===== config.mk =====
export PLATFORM = sky130hd
export DESIGN_NAME = mux_8to1
export DESIGN_NICKNAME = d
export VERILOG_FILES = /design/src/rtl/mux_8to1.sv
export SDC_FILE = /design/constraint.sdc
export NUM_CORES = 1
export LEC_CHECK = 0
export ABC_AREA = 1
export CELL_PAD_IN_SITES_DETAIL_PLACEMENT = 0
export CELL_PAD_IN_SITES_GLOBAL_PLACEMENT = 2
export CORE_AREA = 2 2 47 49
export CTS_CLUSTER_SIZE = 30
export DETAILED_ROUTE_END_ITERATION = 6
export DIE_AREA = 0 0 49 51
export PLACE_DENSITY_LB_ADDON = 0.2
export SLEW_MARGIN = 10
export SYNTH_ARGS = -nofsm -noshare
export SYNTH_HDL_FRONTEND = slang
export SYNTH_SLANG_ARGS = --single-unit

===== constraint.sdc =====
create_clock -name clk -period 1 [get_ports clk]
set_clock_uncertainty 0.2 [all_clocks]
set_input_delay 0.2 -clock clk [delete_from_list [all_inputs] [get_ports clk]]
set_output_delay 0.2 -clock clk [all_outputs]
set_load 0.02 [all_outputs]

===== src/rtl/mux_8to1.sv =====
// ============================================================================
// Module   : mux_8to1
// Brief    : 8-to-1 lane selector with optional one-deep valid/select pipeline.
// Revision : 1.0 - initial release
// ============================================================================
`default_nettype none

module mux_8to1 #(
    parameter int WIDTH      = 1,
    parameter bit REGISTERED = 1'b1
) (
    input  logic                 clk,
    input  logic                 rst,
    input  logic [8*WIDTH-1:0]   in,
    input  logic [2:0]           sel,
    input  logic                 in_valid,
    output logic [WIDTH-1:0]     out,
    output logic                 out_valid,
    output logic [2:0]           out_sel
);

    logic [WIDTH-1:0] w_lane [8];
    logic [WIDTH-1:0] w_sel_lane;

    generate
        for (genvar k = 0; k < 8; k++) begin : g_lane
            assign w_lane[k] = in[k*WIDTH +: WIDTH];
        end
    endgenerate

    assign w_sel_lane = w_lane[sel];

    generate
        if (REGISTERED) begin : g_reg
            logic [WIDTH-1:0] out_q, out_d;
            logic [2:0]       sel_q, sel_d;
            logic             valid_q, valid_d;

            // Data and select only move on a qualified edge; valid tracks every edge.
            always_comb begin
                out_d   = out_q;
                sel_d   = sel_q;
                valid_d = in_valid;
                if (in_valid) begin
                    out_d = w_sel_lane;
                    sel_d = sel;
                end
            end

            always_ff @(posedge clk or posedge rst) begin
                if (rst) begin
                    out_q   <= '0;
                    sel_q   <= 3'd0;
                    valid_q <= 1'b0;
                end else begin
                    out_q   <= out_d;
                    sel_q   <= sel_d;
                    valid_q <= valid_d;
                end
            end

            assign out       = out_q;
            assign out_sel   = sel_q;
            assign out_valid = valid_q;
        end else begin : g_comb
            assign out       = w_sel_lane;
            assign out_sel   = sel;
            assign out_valid = in_valid;
        end
    endgenerate

endmodule

`default_nettype wire


==> results of run 1 <==
power by group:
| group | internal (W) | leakage (nW) | switching [W] |
|---|---|---|---|
| Combinational | 0.000110 | 0.255 | 0.0000825 |
| Sequential | 0.000222 | 0.0605 | 0.0000120 |
| Clock | 0.000150 | 0.0150 | 0.0000774 |
| Total | 0.000482 | 0.330 | 0.000172 |
registers in the layout, summed over array words and instances (netlist names):
name / flops
out: 1
out_sel: 3
out_valid: 1
timing repair:
action	4_1_cts	5_1_grt
resized for setup	40	9
hold endpoints to repair	5	5
cloned	0	0
pin swaps	4	4
setup buffers	2	0
setup endpoints to repair	8	6
layout by cell type, fill, tap and decap left out:
| cell | count |
|---|---|
| clkbuf_2 | 1 |
| clkbuf_4 | 3 |
| clkdlybuf4s50_1 | 3 |
| nand3_2 | 3 |
| nand2_1 | 15 |
| dfrtp_1 | 5 |
| nand3_1 | 3 |
| dlygate4sd2_1 | 6 |
| buf_6 | 5 |
| inv_2 | 3 |
| o21ai_0 | 1 |
| nand2_2 | 1 |
| dlymetal6s2s_1 | 3 |
| clkbuf_1 | 1 |
| buf_4 | 6 |
| o21ai_1 | 1 |
| nor2_1 | 1 |
| inv_1 | 6 |
stage by stage:
| stage | setup WS (ns) | hold slack, ns | cell area, um^2 |
|---|---|---|---|
| 2_1_floorplan | 0.0948 | -0.221 | 263 |
| 3_3_place_gp | -0.438 | 0.223 | 515 |
| 3_5_place_dp | -0.467 | 0.215 | 515 |
| 4_1_cts | -0.166 | -0.0363 | 547 |
| 5_1_grt | -0.184 | -0.0153 | 568 |
| 6_report | -0.155 | -0.0379 | 568 |
final cells by class:
type                            instances  area [um^2]  share of cell area
Clock buffer                            4         26.3              0.0463
Inverter                                9         33.8              0.0595
Multi-Input combinational cell         25          121               0.214
Sequential cell                         5          125               0.220
Tap cell                               28         35.0              0.0617
Timing Repair Buffer                   24          226               0.399
layer usage:
metal	vias up	track usage	wire [um]
li1	174	-	-
met1	137	0.0769	314
met2	16	0.103	346
met3	2	0.0263	71
met4	0	0.0571	8
met5	-	0	0
worst min-delay path by stage:
stage / endpoint / cells after the start
6_report: out$_DFFE_PP0P_ / 2
5_1_grt: out_sel[2]$_DFFE_PP0P_ / 2
4_1_cts: out_sel[2]$_DFFE_PP0P_ / 2
3_5_place_dp: out_valid$_DFF_PP0_ / 2
3_3_place_gp: out_valid$_DFF_PP0_ / 2
2_1_floorplan: out$_DFFE_PP0P_ / 1
kinds of logic after synthesis:
group / after synthesis
DFF: 5
buffers and inverters: 9
AOI/OAI and AO/OA: 2
and+or+nand+nor: 23
==> metrics.md, run 1 <==
| Metric | Value |
|---|---|
| Vias in the first global route | `311` |
| Worst r2r dst | `out_sel[0]$_DFFE_PP0P_` |
| Hold Fails Final Rpt | `5` |
| Die height | `51 um` |
| R2R depth | `3` |
| Final Max Tran Viols | `0` |
| DR pass1 iterations | `1` |
| Clock Path Buffers | `2` |
| Die width | `49 um` |
| Pin count of the biggest net entering global routing | `8` |
| Synthesized cell area | `263 um^2` |
| Top post-synthesis cells by count | `nand2_1, inv_1, nand3_1` |
| I/O Pins | `19` |
| Top cells by area, synth | `dfrtp_1, nand2_1, nand3_1` |
| Mean post-synth cell area | `6.74 um^2` |
| Max stage delay on crit path | `0.39 ns` |
| Crit end category | `primary output` |
| Share of cells above drive strength 1 | `0.328` |
| Critical Path Sink | `out_sel[0]` |
| Die area | `2500 um^2` |
| Worst Hold Class | `input port to async pin` |
| Sequential-to-total area share from yosys stat | `0.476` |
| Layout area overhead | `116%` |
| Final wirelength | `741 um` |
| Crit start category | `flip-flop` |
| Min Hold Slack | `-0.0379 ns` |
| Number of fill cells in the layout | `248` |
| WP buf/inv | `1` |
| Starting DRT DRC Count | `0` |
| Placed cell count | `90` |
| Compound-Gate Fraction of Synth Area | `0.0381` |
| Reg-to-Reg Start | `out_sel[0]$_DFFE_PP0P_` |
| Final Cycle Share | `1.16` |
| Critical Path Stages | `1` |
| Fmax | `866 MHz` |
| CP Data Required Time | `0.60 ns` |
| Nets@finish | `82` |
| Simple-gate share of the synthesized area | `0.357` |
| Number of CTS-inserted buffers | `3` |
| FF+latch count, synth | `5` |
| Ys async rst share | `1.00` |
| Post-synthesis mux area share | `0` |
| First-pass GRT wire length | `1.24 mm` |
| Clock root cell | `clkbuf_4` |
| Failing checks | `negative hold slack, negative setup slack` |
| Port Buf Inserts | `18` |
| Post-DP HPWL | `606 um` |
| MaxCap Viol Count | `0` |
| Post-DRT Antenna Nets | `0` |
| Crit path kind | `flip-flop to primary output` |
| Core ar. | `2060 um^2` |
| Crit path arrival time | `0.76 ns` |
| Pwr dens | `1150 nW/um^2` |
| Initial core utilization | `0.127` |
| Final Core Density | `0.275` |
| Post-synth top area share | `0.476` |
| CP max-delay cell | `dfrtp_1` |
| RSZ-0062 raised after global routing | `true` |
| GPL Wtd Cong | `0.709` |
| Top flip-flop cell by instance count after synthesis | `dfrtp_1` |
| Crit path max fanout | `2` |
| Number of antenna violations at the first check in global routing | `0` |
| Top Family by Delay on Critical Path | `flip-flops` |
| WL/cell | `7.80 um` |
| Synth warn | `0` |
| Cell row count | `17` |
| Final setup fails | `5` |
| Reg2reg setup slack | `0.05 ns` |
| Via count | `329` |
| CTS tree | `done` |
| Clk pin slew, worst setup/hold paths | `0.05 ns` |
| Post-Syn Instances | `39` |
| Total number of H-tree levels | `1` |
| Pleak | `0.330 nW` |
| Adder-Cell Fraction of Synth Area | `0` |
| Total track usage | `0.0685` |
| Largest family of logic cells by synthesized area | `simple AND/OR/NAND/NOR gates` |
| Tightest Pin Transition | `0.188 ns` |
| Fin cells | `95` |
| Post-synthesis net count | `53` |
| Worst Setup SP | `out_sel[0]$_DFFE_PP0P_` |
| Total power | `0.000654 W` |
| Rel. slew slack | `0.875` |
| Post-synth EDFFs | `0` |
| Setup TNS Final | `-0.730 ns` |
| Tmin final | `1.16 ns` |
| N_diodes | `0` |
| XOR/XNOR share of the synthesized area | `0` |
| CTS Sinks | `5` |
| Drt drc | `0` |
| Top-count cell post-synth | `nand2_1` |
| Cell Chain, Critical Path | `buf_6` |
| Vias/cell | `3.46` |
| VDD IR-drop max | `0.000269 V` |
| Clock Latency Late Sink | `0.24 ns` |
| GR Overflow Total | `0` |
| Number of library cell types mapped by synthesis | `7` |
| Area leader, netlist | `dfrtp_1` |
| Worst setup margin | `-0.155 ns` |
| Status | `complete, but fails checks` |
(Power assumes the default switching activity.)
==> run 2: changes to the inputs <==
HOLD_SLACK_MARGIN = 0.15   (was unset)
SKIP_LAST_GASP = 1   (was unset)
==> results of run 2 <==
The final DEF is identical to that of run 1; final timing and power are the same.
==> run 3: changes to the inputs <==
CAP_MARGIN = 20   (was unset)
==> results of run 3 <==
The final DEF is identical to that of run 1; final timing and power are the same.
